### src/rtl/ppu_ram_link_pkg.sv
// Shared constants and types for the PPU-to-RAM serial link.
// Build option PPU_RAM_LINK_SYNC_EN adds an input register on data_pins.
package ppu_ram_link_pkg;

    localparam int RAM_PINS_DEF  = 4;
    localparam int ADDR_BITS_DEF = 16;
    localparam int DATA_BITS_DEF = 16;
    localparam int LATENCY_DEF   = 8;
    localparam logic [3:0] START_NIBBLE_DEF = 4'hA;

    typedef enum logic [1:0] {
        ST_IDLE = 2'd0,
        ST_HDR  = 2'd1,
        ST_ADDR = 2'd2
    } send_state_e;

    // Width of a nibble index that must reach max(n,m)-1; never narrower than one bit.
    function automatic int nib_cnt_w(input int n, input int m);
        int mx;
        mx = (n > m) ? n : m;
        return (mx > 1) ? $clog2(mx) : 1;
    endfunction

endpackage

### src/rtl/ppu_ram_link_if.sv
// Request/response and pin-bus bundle between the PPU fetch logic, the link and the RAM pins.
interface ppu_ram_link_if #(
    parameter int RAM_PINS  = 4,
    parameter int ADDR_BITS = 16,
    parameter int DATA_BITS = 16
);
    logic                 req_valid;
    logic                 req_ready;
    logic [ADDR_BITS-1:0] req_addr;
    logic [RAM_PINS-1:0]  addr_pins;
    logic [RAM_PINS-1:0]  data_pins;
    logic [DATA_BITS-1:0] rdata;
    logic                 rdata_valid;
    logic                 busy;

    modport master (
        output req_valid, req_addr, data_pins,
        input  req_ready, addr_pins, rdata, rdata_valid, busy
    );

    modport slave (
        input  req_valid, req_addr, data_pins,
        output req_ready, addr_pins, rdata, rdata_valid, busy
    );
endinterface

### src/rtl/ppu_ram_link_rx.sv
// Return path: latency pipeline from the frame-start strobe, nibble capture and word assembly.
// With PPU_RAM_LINK_SYNC_EN defined, data_pins is registered once and every sample point moves one cycle later.
module ppu_ram_link_rx
    import ppu_ram_link_pkg::*;
#(
    parameter int RAM_PINS  = RAM_PINS_DEF,
    parameter int ADDR_BITS = ADDR_BITS_DEF,
    parameter int DATA_BITS = DATA_BITS_DEF,
    parameter int LATENCY   = LATENCY_DEF
) (
    input  logic                 clk,
    input  logic                 rst_n,
    input  logic                 i_start,
    input  logic [RAM_PINS-1:0]  i_data_pins,
    output logic [DATA_BITS-1:0] o_rdata,
    output logic                 o_rdata_valid,
    output logic                 o_busy
);

    localparam int N  = ADDR_BITS / RAM_PINS;
    localparam int M  = DATA_BITS / RAM_PINS;
    localparam int CW = nib_cnt_w(N, M);
`ifdef PPU_RAM_LINK_SYNC_EN
    localparam int PEND_LEN = LATENCY + 1;
`else
    localparam int PEND_LEN = LATENCY;
`endif

    logic [PEND_LEN-1:0]  r_pend;
    logic                 r_cap_active;
    logic [CW-1:0]        r_cap_cnt;
    logic [DATA_BITS-1:0] r_asm;
    logic [DATA_BITS-1:0] r_rdata;
    logic                 r_rdata_valid;

    logic [RAM_PINS-1:0]  w_data;
    logic                 w_pend_out;
    logic                 w_sampling;
    logic [CW-1:0]        w_idx;
    logic                 w_last;
    logic [DATA_BITS-1:0] w_next_asm;

`ifdef PPU_RAM_LINK_SYNC_EN
    logic [RAM_PINS-1:0] r_data_sync;

    // Input register on the external data bus.
    always_ff @(posedge clk or negedge rst_n) begin
        if (!rst_n) begin
            r_data_sync <= {RAM_PINS{1'b0}};
        end else begin
            r_data_sync <= i_data_pins;
        end
    end

    assign w_data = r_data_sync;
`else
    assign w_data = i_data_pins;
`endif

    // The pipeline tail marks nibble 0; a capture then runs M consecutive cycles.
    assign w_pend_out = r_pend[PEND_LEN-1];
    assign w_sampling = w_pend_out || r_cap_active;
    assign w_idx      = w_pend_out ? {CW{1'b0}} : r_cap_cnt;
    assign w_last     = (w_idx == CW'(M - 1));
    // Nibbles enter at the top and shift down, so nibble j ends in slot j after M samples.
    assign w_next_asm = (r_asm >> RAM_PINS) | (DATA_BITS'(w_data) << (DATA_BITS - RAM_PINS));

    // Latency pipeline, capture counter and word assembly.
    always_ff @(posedge clk or negedge rst_n) begin
        if (!rst_n) begin
            r_pend        <= {PEND_LEN{1'b0}};
            r_cap_active  <= 1'b0;
            r_cap_cnt     <= {CW{1'b0}};
            r_asm         <= {DATA_BITS{1'b0}};
            r_rdata       <= {DATA_BITS{1'b0}};
            r_rdata_valid <= 1'b0;
        end else begin
            r_pend <= (r_pend << 1) | PEND_LEN'(i_start);
            if (w_sampling) begin
                r_asm <= w_next_asm;
                if (w_last) begin
                    r_cap_active  <= 1'b0;
                    r_cap_cnt     <= {CW{1'b0}};
                    r_rdata       <= w_next_asm;
                    r_rdata_valid <= 1'b1;
                end else begin
                    r_cap_active  <= 1'b1;
                    r_cap_cnt     <= w_idx + CW'(1);
                    r_rdata_valid <= 1'b0;
                end
            end else begin
                r_rdata_valid <= 1'b0;
            end
        end
    end

    assign o_rdata       = r_rdata;
    assign o_rdata_valid = r_rdata_valid;
    assign o_busy        = (|r_pend) || r_cap_active;

endmodule

### src/rtl/ppu_ram_link.sv
// Serial read link: frames each request as header + LSB-first address nibbles, then collects the reply.
// Build option PPU_RAM_LINK_SYNC_EN registers data_pins before capture (reply one cycle later).
module ppu_ram_link
    import ppu_ram_link_pkg::*;
#(
    parameter int RAM_PINS  = RAM_PINS_DEF,
    parameter int ADDR_BITS = ADDR_BITS_DEF,
    parameter int DATA_BITS = DATA_BITS_DEF,
    parameter int LATENCY   = LATENCY_DEF,
    parameter logic [RAM_PINS-1:0] START_NIBBLE = RAM_PINS'(START_NIBBLE_DEF)
) (
    input  logic             clk,
    input  logic             rst_n,
    ppu_ram_link_if.slave    bus
);

    localparam int N  = ADDR_BITS / RAM_PINS;
    localparam int M  = DATA_BITS / RAM_PINS;
    localparam int CW = nib_cnt_w(N, M);

    send_state_e          r_state;
    logic [CW-1:0]        r_nib_cnt;
    logic [ADDR_BITS-1:0] r_addr;
    logic [RAM_PINS-1:0]  r_addr_pins;

    logic w_last_nib;
    logic w_ready;
    logic w_accept;
    logic w_start;
    logic w_rx_busy;

    // Accepting on the last address nibble chains the next header with no idle cycle.
    assign w_last_nib = (r_state == ST_ADDR) && (r_nib_cnt == CW'(N - 1));
    assign w_ready    = (r_state == ST_IDLE) || w_last_nib;
    assign w_accept   = bus.req_valid && w_ready;
    assign w_start    = (r_state == ST_HDR);

    // Sender FSM; r_addr shifts right so its low nibble is always the next one to send.
    always_ff @(posedge clk or negedge rst_n) begin
        if (!rst_n) begin
            r_state     <= ST_IDLE;
            r_nib_cnt   <= {CW{1'b0}};
            r_addr      <= {ADDR_BITS{1'b0}};
            r_addr_pins <= {RAM_PINS{1'b0}};
        end else begin
            case (r_state)
                ST_IDLE: begin
                    r_nib_cnt <= {CW{1'b0}};
                    if (w_accept) begin
                        r_state     <= ST_HDR;
                        r_addr      <= bus.req_addr;
                        r_addr_pins <= START_NIBBLE;
                    end else begin
                        r_state     <= ST_IDLE;
                        r_addr_pins <= {RAM_PINS{1'b0}};
                    end
                end
                ST_HDR: begin
                    r_state     <= ST_ADDR;
                    r_nib_cnt   <= {CW{1'b0}};
                    r_addr_pins <= r_addr[RAM_PINS-1:0];
                    r_addr      <= r_addr >> RAM_PINS;
                end
                ST_ADDR: begin
                    if (w_last_nib) begin
                        r_nib_cnt <= {CW{1'b0}};
                        if (w_accept) begin
                            r_state     <= ST_HDR;
                            r_addr      <= bus.req_addr;
                            r_addr_pins <= START_NIBBLE;
                        end else begin
                            r_state     <= ST_IDLE;
                            r_addr_pins <= {RAM_PINS{1'b0}};
                        end
                    end else begin
                        r_nib_cnt   <= r_nib_cnt + CW'(1);
                        r_addr_pins <= r_addr[RAM_PINS-1:0];
                        r_addr      <= r_addr >> RAM_PINS;
                    end
                end
                default: begin
                    r_state     <= ST_IDLE;
                    r_nib_cnt   <= {CW{1'b0}};
                    r_addr_pins <= {RAM_PINS{1'b0}};
                end
            endcase
        end
    end

    ppu_ram_link_rx #(
        .RAM_PINS  (RAM_PINS),
        .ADDR_BITS (ADDR_BITS),
        .DATA_BITS (DATA_BITS),
        .LATENCY   (LATENCY)
    ) u_rx (
        .clk           (clk),
        .rst_n         (rst_n),
        .i_start       (w_start),
        .i_data_pins   (bus.data_pins),
        .o_rdata       (bus.rdata),
        .o_rdata_valid (bus.rdata_valid),
        .o_busy        (w_rx_busy)
    );

    assign bus.req_ready = w_ready;
    assign bus.addr_pins = r_addr_pins;
    assign bus.busy      = (r_state != ST_IDLE) || w_rx_busy;

endmodule
### src/flat_wrapper.sv
// flat-port wrapper written by rule: the top's interface ports become plain ports
module ppu_ram_link_flat import ppu_ram_link_pkg::*;
#(
    parameter int RAM_PINS  = RAM_PINS_DEF,
    parameter int ADDR_BITS = ADDR_BITS_DEF,
    parameter int DATA_BITS = DATA_BITS_DEF,
    parameter int LATENCY   = LATENCY_DEF,
    parameter logic [RAM_PINS-1:0] START_NIBBLE = RAM_PINS'(START_NIBBLE_DEF)
)
  (clk, rst_n, bus_req_valid, bus_req_addr, bus_data_pins, bus_req_ready, bus_addr_pins, bus_rdata, bus_rdata_valid, bus_busy);
  ppu_ram_link_if #(.RAM_PINS(RAM_PINS), .ADDR_BITS(ADDR_BITS), .DATA_BITS(DATA_BITS)) bus_i ();
  input  logic clk;
  input  logic rst_n;
  input wire logic [$bits(bus_i.req_valid)-1:0] bus_req_valid;
  input wire logic [$bits(bus_i.req_addr)-1:0] bus_req_addr;
  input wire logic [$bits(bus_i.data_pins)-1:0] bus_data_pins;
  output wire logic [$bits(bus_i.req_ready)-1:0] bus_req_ready;
  output wire logic [$bits(bus_i.addr_pins)-1:0] bus_addr_pins;
  output wire logic [$bits(bus_i.rdata)-1:0] bus_rdata;
  output wire logic [$bits(bus_i.rdata_valid)-1:0] bus_rdata_valid;
  output wire logic [$bits(bus_i.busy)-1:0] bus_busy;
  assign bus_i.req_valid = bus_req_valid;
  assign bus_i.req_addr = bus_req_addr;
  assign bus_i.data_pins = bus_data_pins;
  assign bus_req_ready = bus_i.req_ready;
  assign bus_addr_pins = bus_i.addr_pins;
  assign bus_rdata = bus_i.rdata;
  assign bus_rdata_valid = bus_i.rdata_valid;
  assign bus_busy = bus_i.busy;
  ppu_ram_link #(.RAM_PINS(RAM_PINS), .ADDR_BITS(ADDR_BITS), .DATA_BITS(DATA_BITS), .LATENCY(LATENCY), .START_NIBBLE(START_NIBBLE)) u_core (.clk(clk), .rst_n(rst_n), .bus(bus_i));
endmodule
### config.mk
export PLATFORM = sky130hd
export DESIGN_NAME = ppu_ram_link_flat
export DESIGN_NICKNAME = d
export VERILOG_FILES = /design/src/rtl/ppu_ram_link_pkg.sv /design/src/rtl/ppu_ram_link_if.sv /design/src/rtl/ppu_ram_link_rx.sv /design/src/rtl/ppu_ram_link.sv /design/src/flat_wrapper.sv
export SDC_FILE = /design/constraint.sdc
export NUM_CORES = 1
export LEC_CHECK = 0
export ABC_CLOCK_PERIOD_IN_PS = 2300
export CAP_MARGIN = 25
export CORE_UTILIZATION = 52
export CTS_BUF_LIST = sky130_fd_sc_hd__clkbuf_16
export DETAILED_ROUTE_END_ITERATION = 10
export MAX_ROUTING_LAYER = met4
export PLACE_DENSITY = 0.78
export SLEW_MARGIN = 20
export SYNTH_ARGS = -nofsm -noshare
export SYNTH_HDL_FRONTEND = slang
export SYNTH_SLANG_ARGS = --single-unit
### constraint.sdc
create_clock -name clk -period 2.3 [get_ports clk]
set_input_delay 0.23 -clock clk [delete_from_list [all_inputs] [get_ports clk]]
set_output_delay 0.23 -clock clk [all_outputs]
set_load 0.01 [all_outputs]
After elaboration in Yosys (flattened, before gate mapping)
Cells that the tools add are included.

word-level totals
  latch bits = 0
  memory bits (read-only) = 0
  memories = 0
  bits in writable memories = 0
  bits in registers = 68

operators by class
  divide/modulo/power cells = 0
  multiply operators = 0
  multiplexer cells = 16
  $add $sub $neg = 2
  equality and inequality tests = 5
  reductions and logical operators = 11
  magnitude comparators = 0
  shift operators = 0
  bitwise operators = 2

operators with widths
  kind                                                 number
  one-hot mux 16 bit (3 select lines)                  1
  two-way mux 16 bit                                   2
  bitwise OR 12 x 16 -> 16 bit                         1
  one-hot mux 4 bit (3 select lines)                   1
  two-way mux 2 bit                                    5
  two-way mux 4 bit                                    2
  bitwise OR 8 x 1 -> 8 bit                            1
  OR reduction 8 bit                                   1
  equality test 2 bit, second input constant           3
  one-hot mux 2 bit (3 select lines)                   1
  adder 2 x 1 -> 2 bit, second input constant          2
  logical OR 1 bit                                     4
  two-way mux 1 bit                                    4
  nonzero test 3 bit                                   1
  equality test 2 x 1 -> 1 bit, second input constant  1
  logical AND 1 bit                                    2
  logical NOT 2 bit                                    1
  != test 2 x 1 -> 1 bit, second input constant        1
  AND reduction 2 bit                                  1
  nonzero test 2 bit                                   1

Longest topological paths before layout
Gate-level depths: netlist (run 1).

  word-level depth = 7
  mapped depth = 7

By module
A second synthesis (run 1) with hierarchy kept.

unflattened totals
  cell total of the unflattened synthesis = 196
  area, all modules = 2728.9 um2

modules (own cells, without submodules)
  module           instances  area each (um2)  cells each
  ppu_ram_link_rx  1          1481.4           83
  ppu_ram_link     1          1247.4           113

Worst setup path after synthesis (run 1)
No wires, ideal clock.

  path kind = reg-to-reg
  start point = register u_core.r_state[0]
  end point = register u_core.r_addr[0]
  buffers on the path = 1
  data arrival time = 1.474 ns
  period minus slack after synthesis = 1.617 ns
  path slack = 0.683 ns
  stages on the path, launching flop included = 7
  cell sequence = dfrtp_1 > inv_1 > ha_1 > or2b_4 > buf_2 > o221ai_1 > o221ai_1

on the way
  longest elaborated chain between the ends = 7

ends and longest elaborated chain
  what                                 line                                    RTL
  from (decl)                          ppu_ram_link.sv:21                      send_state_e r_state;
  from (signal assigned)               ppu_ram_link.sv:41                      r_state <= ST_IDLE;
  from (signal assigned)               ppu_ram_link.sv:50                      r_state <= ST_HDR;
  from (signal assigned)               ppu_ram_link.sv:54                      r_state <= ST_IDLE;
  equality test 2 bit                  ppu_ram_link.sv:33, ppu_ram_link.sv:46
  logical AND 1 bit                    ppu_ram_link.sv:33                      assign w_last_nib = (r_state == ST_ADDR) && (r_nib_cnt == CW'(N - 1));
  logical OR 1 bit                     ppu_ram_link.sv:34                      assign w_ready = (r_state == ST_IDLE) || w_last_nib;
  logical AND 1 bit                    ppu_ram_link.sv:35                      assign w_accept = bus.req_valid && w_ready;
  two-way mux 16 bit                   n/a
  two-way mux 16 bit                   ppu_ram_link.sv:65                      if (w_last_nib) begin
  one-hot mux 16 bit (3 select lines)  ppu_ram_link.sv:46                      case (r_state)
  to (signal assigned)                 ppu_ram_link.sv:43                      r_addr <= {ADDR_BITS{1'b0}};
  to (signal assigned)                 ppu_ram_link.sv:51                      r_addr <= bus.req_addr;
  to (signal assigned)                 ppu_ram_link.sv:69                      r_addr <= bus.req_addr;
  to (decl)                            ppu_ram_link.sv:23                      logic [ADDR_BITS-1:0] r_addr;

Several ways; a longest one is shown, not always the timed one.
A chain may end at the register's enable or synchronous reset.

Final worst setup path (run 1)
  start point = register u_core.r_state[0]
  end point = output port bus_busy

on the way
  longest elaborated chain between the ends = 2

ends and longest elaborated chain
  what                line                 RTL
  nonzero test 2 bit  ppu_ram_link.sv:107  assign bus.busy = (r_state != ST_IDLE) || w_rx_busy;
  logical OR 1 bit    ppu_ram_link.sv:107
  to (decl)           flat_wrapper.sv:21   output wire logic [$bits(bus_i.busy)-1:0] bus_busy;

Every way passes these cells.

==> flow_summary.ini, run 1 <==
[critical_path]
crit_fanout = 6
required_ns = 2.07
cp-end-kind = output port
worstSetupPathType = reg2out
reg2reg_depth = 5
arrival_ns = 1.94
start_kind = register

[place]
port_buffers = 45
hpwl_um = 3486
gp_congestion = 0.7944
dp_cells = 317

[route]
drc = 0
firstDrtPassIters = 4
totalWireLength_um = 5262
wire_per_inst_um = 15.75
routed_via_density = 5.392
drt_iter0_drc = 72
antenna_left = 0
routed-via-count = 1801

[synthesis]
syn_avg_cell_area_um2 = 13.26
syn_area_um2 = 2771
synthDistinctLibCells = 29
ys_seq_elements = 64
ys_seq_area_share_pct = 57.79
syn_inst = 209
synth_fp_nets = 240
ys_warn_count = 0

[layout]
final_common_cell = dfrtp_1
finalNetCount = 290
final_layout_size_suffix_gt1_share_pct = 21.21
fin_cells = 334
antenna_cells = 0
final_cell_mix = dfrtp_1 (64), clkdlybuf4s50_1 (44), inv_1 (26), o221ai_1 (23), mux2_2 (20)
layout.filler_cells = 393
area_delta_synth_final_pct = 28.80

[floorplan]
floorplan.initialDensity_pct = 54.26
die_x_um = 75.01
coreArea_um2 = 5107
ios = 46
die_area_um2 = 5626
placementRows = 26
chipHeight_um = 75.01

[clock_tree]
path_clk_slew_ns = 0.05
h-tree-depth = 3
cts.sink_count = 64
cts_root_buffer = clkbuf_16
cts_buffers = 9
cts_tree = built
ctsLongestPathBuffers = 2
clk-insertion-delay-late_ns = 0.32

[min_path]
worstHoldPathCells = 0
min-delay-path-class = reg2reg

[global_route]
grtUsageTotal_pct = 21.84
grt_pass1_wl_um = 8611
grt_pass1_vias = 1837
grt.busiest_layer = met2
grt_max_degree = 40
grt_use_met1_pct = 25.51
grtUsageMet2_pct = 36.24
grt_antenna_before_repair = 0
grtUsageMet3_pct = 6.426
grt-ovfl-total = 0

[timing]
grt_setup_unrepaired = no
setup_tns_ns = 0
skew_ns = 0.003502
layout_min_cycle_time_ns = 2.167
fin_crit_sh_pct = 94.22
drv_slew = 0
hold_viol = 0
slew-limit-headroom_pct = 54.53
setup_viol = 0
tightest_slew_ns = 0.6795
max_freq_mhz = 461.5

[pwr]
p_per_area_nw_per_um2 = 1523
ir_worst_vdd_mv = 0.9901
total_leakage_power_nw = 1.598

[run_status]
status = finished clean

[run]
drv_cap = 0
[kinds of logic after synthesis]
| group | synth area share, % |
|---|---|
| buffers and inverters | 6.230 |
| flip-flops | 57.79 |
| AND/OR/NAND/NOR | 5.959 |
| multiplexers | 13.41 |
| XOR/XNOR | 0.3161 |
| AO/OA/AOI/OAI | 12.69 |
| adder cells (fa/ha/maj) | 3.612 |
[area by class of cell]
class | count | area [um^2] | area share (%)
tap | 70 | 87.58 | 2.454
timing repair buffer | 49 | 490.5 | 13.74
clock inverter | 7 | 63.81 | 1.788
sequential | 64 | 1602 | 44.87
inverter | 26 | 97.59 | 2.734
clock buffer | 9 | 225.2 | 6.309
multi-input combinational | 109 | 1003 | 28.11
[critical path: stages, from the launching register on]
cell and delay, ns:
dfrtp_1 0.45, inv_1 0.12, ha_1 0.24, nor4b_2 0.22, nand3_1 0.11, clkdlybuf4s50_1 0.49
[metal layers]
layer / vias to the layer above / wire length, um
li1: 840 / -
met1: 905 / 2288
met2: 48 / 2693
met3: 8 / 208
met4: 0 / 71
met5: - / 0
[synth_stat cells]
cell type	number	area [um^2]
nand2_1	3	11.26
mux2_2	20	225.2
o21bai_4	1	18.77
o21ai_4	2	32.53
nor3b_1	2	15.01
o221ai_1	23	201.4
ha_1	8	100.1
a21oi_2	1	8.760
xnor2_1	1	8.760
clkbuf_2	1	5.000
nor2_1	3	11.26
nand3_1	5	25.02
o21ai_0	9	45.04
dfrtp_1	64	1602
o221ai_2	1	15.01
nand2b_1	2	12.51
buf_2	5	25.02
nor4b_1	1	8.760
nor2b_1	4	25.02
and2b_1	2	15.01
and2_1	2	12.51
mux2_1	1	11.26
a21oi_1	6	30.03
buf_6	4	45.04
mux2_4	9	135.1
nor2_4	1	11.26
inv_1	26	97.59
or2b_4	1	11.26
nor4_1	1	6.260
[final timing paths]
kind,slack (ns),to,startpoint
max in group asynchronous,1.23,u_core.r_addr[12]$_DFFE_PN0P_,rst_n
min,0.38,u_core.u_rx.r_pend[3]$_DFF_PN0_,u_core.u_rx.r_pend[2]$_DFF_PN0_
max,0.13,bus_busy,u_core.r_state[0]$_DFFE_PN0P_
min in group asynchronous,0.47,u_core.u_rx.o_rdata[6]$_DFFE_PN0P_,rst_n
min reg2reg,0.38,u_core.u_rx.r_pend[3]$_DFF_PN0_,u_core.u_rx.r_pend[2]$_DFF_PN0_
max reg2reg,0.38,u_core.r_addr[11]$_DFFE_PN0P_,u_core.r_state[0]$_DFFE_PN0P_
[what timing repair did]
| action | 4_1_cts | 5_1_grt |
|---|---|---|
| setup buffers | 0 | 0 |
| hold endpoints to repair | 25 | 0 |
| endpoints found under the setup margin | 0 | 2 |
| hold buffers | 1 | 0 |
| resized for setup | 0 | 2 |
[per-stage QoR]
step,setup WS [ns],hold WS [ns],utilization [%],power [mW],cell area (um^2)
2_1_floorplan,0.6827,-0.06559,-,3.385,2771
3_3_place_gp,0.5052,0.2655,63.91,4.028,3264
3_5_place_dp,0.4219,0.2638,63.91,4.127,3264
4_1_cts,0.05061,0.3778,69.77,5.455,3563
5_1_grt,0.03695,0.3850,69.89,5.780,3570
6_report,0.1329,0.3812,69.89,5.437,3570
[power by group]
part / switching, mW / total, mW / leakage [nW] / internal [mW]
clock: 0.474 / 1.30 / 0.144 / 0.827
sequential: 0.316 / 1.96 / 0.796 / 1.64
combinational: 1.00 / 2.18 / 0.657 / 1.18
[flip-flops by register name (all words and copies together), names as in the netlist]
name,count
u_core.u_rx.r_cap_cnt,2
u_core.u_rx.o_rdata_valid,1
u_core.u_rx.o_rdata,16
u_core.r_nib_cnt,2
u_core.u_rx.r_pend,8
u_core.u_rx.r_cap_active,1
u_core.bus.addr_pins,4
u_core.r_state,2
u_core.u_rx.r_asm,12
u_core.r_addr,16
No activity file was read; power rests on OpenSTA's default activity.
==> run 2, diff against run 1 <==
SETUP_SLACK_MARGIN = 0.1   (was default)
==> run 2 against run 1 <==
  * Non-clock buffer count unchanged
  * First-iteration DRC count up 8.3%
  * Register-to-register slack about the same
  * Critical path depth unchanged
  * Sequential power about the same
  * Hold slack about the same
  * Final area up 0.11%
  * Critical path type unchanged
  * Critical endpoint unchanged
  * Largest cell class unchanged
==> flow_summary.ini, run 2 (synthesized netlist as in run 1, its figures left out) <==
[run_status]
status = finished clean

[layout]
multiInputGateArea_um2 = 1006
final_common_cell = dfrtp_1
area_delta_synth_final_pct = 28.94
fin_area_um2 = 3573
antenna_cells = 0
finalNetCount = 290
final_layout_size_suffix_gt1_share_pct = 21.97
final_cell_mix = dfrtp_1 (63), clkdlybuf4s50_1 (44), inv_1 (26), o221ai_1 (23), mux2_2 (20)
layout.filler_cells = 395
regArea_um2 = 1603

[route]
drc = 0
wire_per_inst_um = 15.80
drt_iter0_drc = 78
totalWireLength_um = 5278
antenna_left = 0
routed_via_density = 5.431
routed-via-count = 1814
firstDrtPassIters = 4

[critical_path]
worstSetupPathType = reg2out
crit_fanout = 6
cp-end-kind = output port
arrival_ns = 1.88
start_kind = register
required_ns = 2.07

[place]
dp_worst_setup_slack_ns = 0.4219
placed_area_um2 = 3264
hpwl_um = 3486
port_buffers = 45
gp_congestion = 0.7944

[pwr]
intPower_mw = 3.651
seqPwrFrac_pct = 36.0
total_leakage_power_nw = 1.595
switching_share_pct = 32.84
ir_worst_vdd_mv = 0.9913
power_mw = 5.436
pwr-share-comb_pct = 40.2
p_clk_share_pct = 23.8
p_switching_mw = 1.785
p_per_area_nw_per_um2 = 1521

[floorplan]
floorplan.initialDensity_pct = 54.26
placementRows = 26
die_x_um = 75.01
coreArea_um2 = 5107
die_area_um2 = 5626
ios = 46
chipHeight_um = 75.01

[clock_tree]
clk-insertion-delay-late_ns = 0.32
cts.sink_count = 64
path_clk_slew_ns = 0.05
h-tree-depth = 3
cts_buffers = 9
cts_root_buffer = clkbuf_16
cts_tree = built
ctsLongestPathBuffers = 2
postCtsSetupBuffers = 0

[global_route]
grt-ovfl-total = 0
grt_pass1_vias = 1837
grtUsageTotal_pct = 21.87
grt_antenna_before_repair = 0
grt_pass1_wl_um = 8618
grt_max_degree = 40

[timing]
setup_viol = 0
layout_min_cycle_time_ns = 2.115
hold_viol = 0
slew-limit-headroom_pct = 54.57
skew_ns = 0.003598
fin_crit_sh_pct = 91.95
tightest_slew_ns = 0.6788
grt_setup_unrepaired = yes
drv_slew = 0
timing.final.ws_setup_ns = 0.1851
holdWs_ns = 0.3807
max_freq_mhz = 472.8
setup_tns_ns = 0

[min_path]
min-delay-path-class = reg2reg

[run]
drv_cap = 0
## run 2: cell counts in the layout (fill, tap and decap cells not counted)
No cell type changed its count.
## run 2: repair_timing
item | CTS | global route
gates resized for setup | 2 | 2
endpoints found under the hold margin | 25 | 0
hold buffers | 1 | 0
pin swaps | 0 | 0
endpoints found under the setup margin | 2 | 2
## run 2: final cells by class
type | instances | share of cell area, %
sequential | 64 | 44.85
clock inverter | 7 | 1.786
tap | 70 | 2.451
multi-input combinational | 109 | 28.15
clock buffer | 9 | 6.303
timing repair buffer | 49 | 13.73
inverter | 26 | 2.731
## run 2: path summary, 6_finish.rpt
| path | slack, ns | endpoint | cells past startpoint | from |
|---|---|---|---|---|
| max in group asynchronous | 1.21 | u_core.r_state[0]$_DFFE_PN0P_ | 3 | rst_n |
| min in group asynchronous | 0.47 | u_core.u_rx.o_rdata[6]$_DFFE_PN0P_ | 2 | rst_n |
| max reg2reg | 0.37 | u_core.r_addr[11]$_DFFE_PN0P_ | 5 | u_core.r_state[0]$_DFFE_PN0P_ |
| min | 0.38 | u_core.u_rx.r_pend[3]$_DFF_PN0_ | 0 | u_core.u_rx.r_pend[2]$_DFF_PN0_ |
| min reg2reg | 0.38 | u_core.u_rx.r_pend[3]$_DFF_PN0_ | 0 | u_core.u_rx.r_pend[2]$_DFF_PN0_ |
| max | 0.19 | bus_busy | 5 | u_core.r_state[0]$_DFFE_PN0P_ |
## run 2: power groups by stage
stage	logic [mW]	registers, mW	clock network (mW)
3_5_place_dp	2.16	1.96	0
5_1_grt	2.41	2.01	1.37
2_1_floorplan	1.41	1.97	0
6_report	2.18	1.96	1.30
4_1_cts	2.19	1.96	1.32
3_3_place_gp	2.09	1.94	0
## run 2: worst max-delay path: stages, from the launching register on
cell and delay (ns):
dfrtp_2 0.44, inv_1 0.11, ha_2 0.22, nor4b_2 0.20, nand3_1 0.11, clkdlybuf4s50_1 0.49
## run 2: routing by layer
metal / track usage [%] / routed length (um) / up-vias
met5: - / 0 / -
li1: - / - / 845
met3: 6.426 / 196 / 4
met1: 25.60 / 2280 / 918
met4: 7.128 / 36 / 0
met2: 36.24 / 2765 / 47
## run 2: metrics by stage
stage               cells  utilization (%)
finish                334            69.97
global route          334            69.97
CTS                   334            69.89
detailed placement    317            63.91
global placement      317            63.91
floorplan             209                -
==> run 3, diff against run 2 <==
DONT_BUFFER_PORTS = 1   (was default)
PLACE_DENSITY = 0.67   (was 0.78)
==> run 3 against run 2 <==
  * Clock skew up 0.0013 ns
  * Hold slack worse by 0.33 ns
  * Maximum frequency up 12%
  * Cell count down 14%
  * Worst setup slack better by 0.23 ns
  * Global-route usage down 1.1 points
  * First-iteration DRC count up 10%
  * Total power down 8.2%
  * Register-to-register slack better by 0.05 ns
  * Non-clock buffer count down 46
==> flow_summary.ini, run 3 (synthesized netlist as in run 1, its figures left out) <==
[timing]
tightest_slew_ns = 0.6910
max_freq_mhz = 530.7
grt_setup_unrepaired = no
slew-limit-headroom_pct = 53.76
setup_tns_ns = 0
skew_ns = 0.004947
hold_viol = 0
drv_slew = 0
fin_crit_sh_pct = 81.92
layout_min_cycle_time_ns = 1.884
setup_viol = 0

[route]
totalWireLength_um = 4952
drt_iter0_drc = 86
firstDrtPassIters = 4
drc = 0
routed-via-count = 1663
wire_per_inst_um = 17.19
antenna_left = 0
routed_via_density = 5.774

[critical_path]
critical-path-slowest-cell = dfrtp_1
worstSetupPathType = reg2reg
crit_path_max_incr_delay_ns = 0.44
path_cells = inv_1, ha_1, and2_1, o21ai_4, o221ai_1
path_delay_family = compound AO/OA/AOI/OAI gates
required_ns = 2.48
crit_fanout = 16
cp.buffers_inverters = 1
cp-end-kind = register
arrival_ns = 2.06
start_kind = register

[pwr]
seqPwrFrac_pct = 41.3
switching_share_pct = 34.33
p_clk_share_pct = 25.8
pwr-share-comb_pct = 32.9
intPower_mw = 3.276
p_switching_mw = 1.713
total_leakage_power_nw = 1.420
p_per_area_nw_per_um2 = 1600
ir_worst_vdd_mv = 0.6973

[floorplan]
coreArea_um2 = 5107
placementRows = 26
die_area_um2 = 5626
chipHeight_um = 75.01
ios = 46
die_x_um = 75.01
floorplan.initialDensity_pct = 54.26

[global_route]
grt-ovfl-total = 0
grt_max_degree = 65
grt_pass1_vias = 1709
grt_antenna_before_repair = 0
grt_pass1_wl_um = 8100
grtUsageTotal_pct = 20.73

[clock_tree]
cts.sink_count = 64
h-tree-depth = 3
postCtsSetupBuffers = 0
cts_tree = built
cts_buffers = 9
cts_resized = 0
clk-insertion-delay-late_ns = 0.32
cts_root_buffer = clkbuf_16
path_clk_slew_ns = 0.05
ctsLongestPathBuffers = 2

[place]
hpwl_um = 3313
placed_area_um2 = 2791
gp_congestion = 0.7817
port_buffers = 0

[run]
drv_cap = 0

[layout]
finalNetCount = 244
final_common_cell = dfrtp_1
final_layout_size_suffix_gt1_share_pct = 23.85
fin_area_um2 = 3118
antenna_cells = 0
final_cell_mix = dfrtp_1 (64), inv_1 (27), o221ai_1 (23), mux2_2 (20)
area_delta_synth_final_pct = 12.51

[run_status]
status = finished clean

[min_path]
min-delay-path-class = in2reg
## run 3: cell type report
type	instances	area, um^2
Clock buffer	9	225.2
Clock inverter	7	63.81
Fill cell	398	1989
Inverter	26	97.59
Multi-Input combinational cell	109	997.2
Sequential cell	64	1602
Tap cell	70	87.58
Timing Repair Buffer	3	45.04
## run 3: what timing repair did
item,CTS,global route
endpoints found under the setup margin,0,0
hold buffers,2,0
hold endpoints to repair,64,0
## run 3: layer usage
layer / vias up / share of wire, % / wire [um] / GRT usage (%)
li1: 754 / - / - / -
met1: 849 / 40 / 1982 / 22.91
met2: 49 / 52 / 2556 / 33.73
met3: 11 / 5.9 / 291 / 5.221
met4: 0 / 2.5 / 122 / 12.58
met5: - / 0 / 0 / -
## run 3: metrics by stage
stage	hold WS (ns)	total power [mW]	std cells	util, %	worst slack, ns
3_3_place_gp	-0.06437	3.580	270	54.65	0.5843
2_1_floorplan	-0.06559	3.385	209	-	0.6827
5_1_grt	0.04577	5.327	288	61.05	0.2590
4_1_cts	0.04603	5.035	288	61.05	0.4168
6_report	0.05273	4.988	288	61.05	0.4157
3_5_place_dp	-0.06425	3.686	270	54.65	0.4434
## run 3: final timing paths
| kind | to | cells after the start | start | slack, ns |
|---|---|---|---|---|
| min in group asynchronous | u_core.u_rx.r_asm[11]$_DFFE_PN0N_ | 2 | rst_n | 0.44 |
| setup reg to reg | u_core.r_addr[2]$_DFFE_PN0P_ | 5 | u_core.r_state[0]$_DFFE_PN0P_ | 0.42 |
| max in group asynchronous | u_core.r_addr[5]$_DFFE_PN0P_ | 2 | rst_n | 1.61 |
| hold reg to reg | u_core.u_rx.r_pend[1]$_DFF_PN0_ | 0 | u_core.u_rx.r_pend[0]$_DFF_PN0_ | 0.38 |
| hold / removal | u_core.r_addr[12]$_DFFE_PN0P_ | 2 | bus_req_addr[12] | 0.05 |
| setup / recovery | u_core.r_addr[2]$_DFFE_PN0P_ | 5 | u_core.r_state[0]$_DFFE_PN0P_ | 0.42 |
## run 3: power groups by stage
stage / Clock (mW) / Combinational, mW / Sequential, mW
6_report: 1.29 / 1.64 / 2.06
3_3_place_gp: 0 / 1.52 / 2.06
4_1_cts: 1.31 / 1.65 / 2.07
3_5_place_dp: 0 / 1.61 / 2.08
5_1_grt: 1.37 / 1.82 / 2.14
2_1_floorplan: 0 / 1.41 / 1.97
==> edit 1, RTL diff (settings of run 2) <==
Encoding of `send_state_e`: now one-hot (3 bits for 3 states).
--- a/src/rtl/ppu_ram_link_pkg.sv
+++ b/src/rtl/ppu_ram_link_pkg.sv
@@ -8,10 +8,10 @@
     localparam int LATENCY_DEF   = 8;
     localparam logic [3:0] START_NIBBLE_DEF = 4'hA;
 
-    typedef enum logic [1:0] {
-        ST_IDLE = 2'd0,
-        ST_HDR  = 2'd1,
-        ST_ADDR = 2'd2
+    typedef enum logic [2:0] {
+        ST_IDLE = 3'b001,
+        ST_HDR  = 3'b010,
+        ST_ADDR = 3'b100
     } send_state_e;
 
     // Width of a nibble index that must reach max(n,m)-1; never narrower than one bit.
Function: no difference found for any inputs over 10 cycles, from zero or initial values and one cycle with rst_n low; not proved beyond that.
==> edit 1 against run 2 <==
  * Total power is 6.5% lower
  * Global-route usage is 0.94 points higher
  * Worst setup slack better by 120 ps
  * Fmax is 5.8% higher
  * Sequential share of layout area is 2.9 points higher
  * Cell area is 4.6% lower
  * Area after synthesis is 7.0% lower
  * Clock skew is 2.2 ps higher
  * Routed wire length is 5.8% lower
  * Sequential cell count is 1 higher
  * Critical path type unchanged
  * Largest cell class unchanged
==> edit 1: results (changes against run 2) <==
| Metric | Value |
|---|---|
| Status | completed (unchanged) |
| Buffering overhead | 14.2% (was 13.7%) |
| XOR/XNOR share of the synthesized area | 0.680% (was 0.316%) |
| Crit path launch | u_core.r_state[0] (unchanged) |
| Worst clock skew | 5.81 ps (was 3.60 ps) |
| Routed wire per std cell | 16.4 µm (was 15.8 µm) |
| GR Layer Usage met2 | 35.4% (was 36.2%) |
| Final hold slack | 374 ps (was 381 ps) |
| Hold Path Origin | u_core.u_rx.r_pend[5] (was u_core.u_rx.r_pend[2]) |
| Commonest cells in the synthesized netlist | dfrtp_1, mux2_2, a21boi_0, a221o_1 (was dfrtp_1, inv_1, o221ai_1) |
| Vias per Instance | 5.63 (was 5.43) |
| Clk cell area share | 8.74% (was 8.09%) |
| Crit path DAT | 1770 ps (was 1880 ps) |
| Post-DP HPWL | 3510 µm (was 3490 µm) |
| Multi-input combinational area share | 26.2% (was 28.2%) |
| Met2 WL | 2480 µm (was 2770 µm) |
| FFs & Latches | 65 (was 64) |
| Compound-Gate Fraction of Synth Area | 13.4% (was 12.7%) |
| Met1 usage | 28.4% (was 25.6%) |
| Nets | 258 (was 290) |
| Share of cells above drive strength 1 | 22.0% (about the same) |
| Fin crit share | 86.9% (was 92.0%) |
| Vias in the first global route | 1742 (was 1837) |
| Power in the clock group | 1360 µW (was 1300 µW) |
| GR Util met3 | 4.72% (was 6.43%) |
| # placed instances | 288 (was 317) |
| Sequential Power Share | 39.0% (was 36.0%) |
| Inverters | 5 (was 26) |
| Post-Syn Nets | 205 (was 240) |
| Final RePlAce weighted congestion | 0.758 (was 0.794) |
| Cell variety after synth | 31 (was 29) |
| # Taps | 67 (was 70) |
| Met1 wire length | 2240 µm (was 2280 µm) |
| Part of the Yosys area used for sequential elements | 63.2% (was 57.8%) |
| Hold EP | u_core.u_rx.r_pend[6] (was u_core.u_rx.r_pend[3]) |
[edit 1: cell count changes after synthesis, moves of 6 or more]
cell | before | now
mux2_2 | 20 | 29
a221o_1 | 0 | 12
ha_1 | 8 | 2
a21boi_0 | 0 | 12
inv_1 | 26 | 5
mux2_4 | 9 | 0
o221ai_1 | 23 | 0
o21ai_0 | 9 | 0
[edit 1: cell families (layout without fill, tap and decap cells)]
| logic type | Yosys count | in the layout |
|---|---|---|
| mux | 29 | 29 |
| flops | 65 | 65 |
| compound gates | 42 | 42 |
| fa+ha+maj | 2 | 2 |
| simple gates | 27 | 27 |
| xor+xnor | 2 | 2 |
| buf+inv | 13 | 69 |
[edit 1: worst max-delay path: cells and delay by family (launching register included)]
kind,cells,cell delay [ps]
buffers and inverters,1,490
and+or+nand+nor,2,330
DFF,1,630
[edit 1: repair_timing]
item,CTS,global route
gates resized for setup,1,1
endpoints found under the setup margin,1,1
hold buffers,1,0
endpoints found under the hold margin,64,0
pin swaps,0,0
==> edit 2, RTL diff (flow settings as in run 2) <==
Made on the original files. Add a define of `PPU_RAM_LINK_SYNC_EN`.
--- a/src/rtl/ppu_ram_link_rx.sv
+++ b/src/rtl/ppu_ram_link_rx.sv
@@ -1,5 +1,7 @@
 // Return path: latency pipeline from the frame-start strobe, nibble capture and word assembly.
 // With PPU_RAM_LINK_SYNC_EN defined, data_pins is registered once and every sample point moves one cycle later.
+`define PPU_RAM_LINK_SYNC_EN
+
 module ppu_ram_link_rx
     import ppu_ram_link_pkg::*;
 #(
Formal check against the unedited RTL: no difference found for any inputs over 10 cycles, from zero or initial values and one cycle with rst_n low; that may be too few to reach the edited logic, so the function may still have changed.
==> edit 2 against run 2 <==
  * Total power is 4.3% higher
  * Fmax shrank 1.4%
  * Area after synthesis rose by 5.1%
  * Worst setup slack got worse by 31 ps
  * Highest routed layer unchanged
  * Critical path type unchanged
  * Via count is 1.8% higher
  * Sequential cell count rose by 5
  * Combinational power up 3%
  * Cell area is 4.2% higher
  * Count of clock-buffer cells in the layout unchanged
  * Routed wire length is 0.34% lower
==> edit 2: results (changes against run 2) <==
| Metric | Value |
|---|---|
| Nets | 297 (was 290) |
| Ys async rst share | 100% (unchanged) |
| HP Class | in -> reg (was reg -> reg) |
| Hold path cells | 1 (was 0) |
| Vias per Instance | 5.41 (was 5.43) |
| Final RePlAce weighted congestion | 0.779 (was 0.794) |
| Worst Reg2Reg Path Length in Cells | 6 (was 5) |
| LEAKAGE | 0.00164 µW (was 0.00160 µW) |
| Post-Syn Nets | 246 (was 240) |
| Commonest cells in the synthesized netlist | dfrtp_1, o221ai_1, inv_1 (was dfrtp_1, inv_1, o221ai_1) |
| Global-route wire length before repair | 8860 µm (was 8620 µm) |
| Hold Path Origin | bus_data_pins[0] (was u_core.u_rx.r_pend[2]) |
| Flop-to-flop setup slack | 450 ps (was 370 ps) |
| Met1 usage | 25.7% (was 25.6%) |
| Share of cells above drive strength 1 | 22.5% (was 22.0%) |
| Hold EP | u_core.u_rx.r_data_sync[0] (was u_core.u_rx.r_pend[3]) |
| Num CTS Buffers | 9 (unchanged) |
| GR Util met3 | 3.93% (was 6.43%) |
| Post-DP HPWL | 3400 µm (was 3490 µm) |
| Headroom to the max-slew limit | 53.9% (was 54.6%) |
| Status | completed (unchanged) |
| Synth top area cells | dfrtp_1, mux2_2, o221ai_1 (unchanged) |
| Final wirelength | 5260 µm (was 5280 µm) |
| Core Footprint | 0.00524 mm² (was 0.00511 mm²) |
| Worst r2r src | u_core.r_state[0] (unchanged) |
| Cell variety after synth | 31 (was 29) |
| Drt initial violations | 66 (was 78) |
| RR Endpoint | u_core.r_addr[0] (was u_core.r_addr[11]) |
| Overall routing resource usage | 20.6% (was 21.9%) |
| Post-Place Setup Slack | 269 ps (was 422 ps) |
| GR Layer Usage met2 | 31.8% (was 36.2%) |
| Crit-path max cell delay | 550 ps (was 490 ps) |
| Vias in the first global route | 1804 (was 1837) |
==> edit 2: cell types whose count changed after synthesis, moves of 2 or more <==
| cell | change |
|---|---|
| nor2b_1 | -2 |
| inv_1 | -3 |
| dfrtp_1 | +5 |
| o21ai_0 | +3 |
==> edit 2: timing repair <==
action	CTS	global route
hold buffers	1	0
endpoints found under the hold margin	30	0
resized for setup	3	2
endpoints found under the setup margin	2	2
==> edit 2: cell families (layout without fill, tap and decap cells) <==
kind of cell / after synthesis / in the layout / share of synthesized area (%)
XOR/XNOR: 1 / 1 / 0.301
buffers and inverters: 34 / 90 / 6.14
multiplexers: 30 / 30 / 12.8
flip-flops: 69 / 69 / 59.3
adder cells (fa/ha/maj): 8 / 8 / 3.44
AND/OR/NAND/NOR: 27 / 27 / 5.71
AO/OA/AOI/OAI: 46 / 46 / 12.4
==> edit 2: worst max-delay path by stage <==
stage,startpoint,endpoint,slack (ps)
final,u_core.r_state[0],bus_req_ready,150
after detailed placement,u_core.r_state[1],bus_busy,270
after floorplan,u_core.u_rx.r_pend[8],u_core.u_rx.o_rdata[10],710
after global routing,u_core.r_state[0],bus_req_ready,80
after global placement,u_core.r_state[0],bus_busy,320
after CTS,u_core.r_state[0],bus_req_ready,110
==> edit 2: critical path: cells and delay by family, from the launching register on <==
kind	cells	cell delay (ps)
buffers and inverters	3	800
flip-flops	1	440
adder cells (fa/ha/maj)	1	260
AO/OA/AOI/OAI	1	80
==> edit 2: routing by layer <==
layer	vias up	share of wire, %
li1	868	-
met1	910	43
met2	55	51
met3	13	3.4
met4	0	2.4
met5	-	0
==> edit 2: power breakdown <==
part,switching (µW),internal (µW)
Clock,532,840
Combinational,1020,1210
Sequential,318,1740
Total,1870,3790
==> edit 2: metrics by stage <==
step	hold slack, ps	util, %	cell area [µm²]	cells	power, µW
6_report	338	71.1	3720	341	5670
3_3_place_gp	308	65.0	3400	324	4180
3_5_place_dp	307	65.0	3400	324	4260
2_1_floorplan	-65.6	-	2910	215	3530
4_1_cts	331	70.9	3710	341	5680
5_1_grt	332	71.1	3720	341	6010
==> edit 2: cell type report <==
class                           instances  area (µm²)  share of cell area (%)
Inverter                               23        86.3                    2.32
Clock buffer                            9         225                    6.05
Tap cell                               70        87.6                    2.35
Clock inverter                          7        73.8                    1.98
Sequential cell                        69        1730                    46.4
Multi-Input combinational cell        112        1020                    27.4
Timing Repair Buffer                   51         504                    13.5
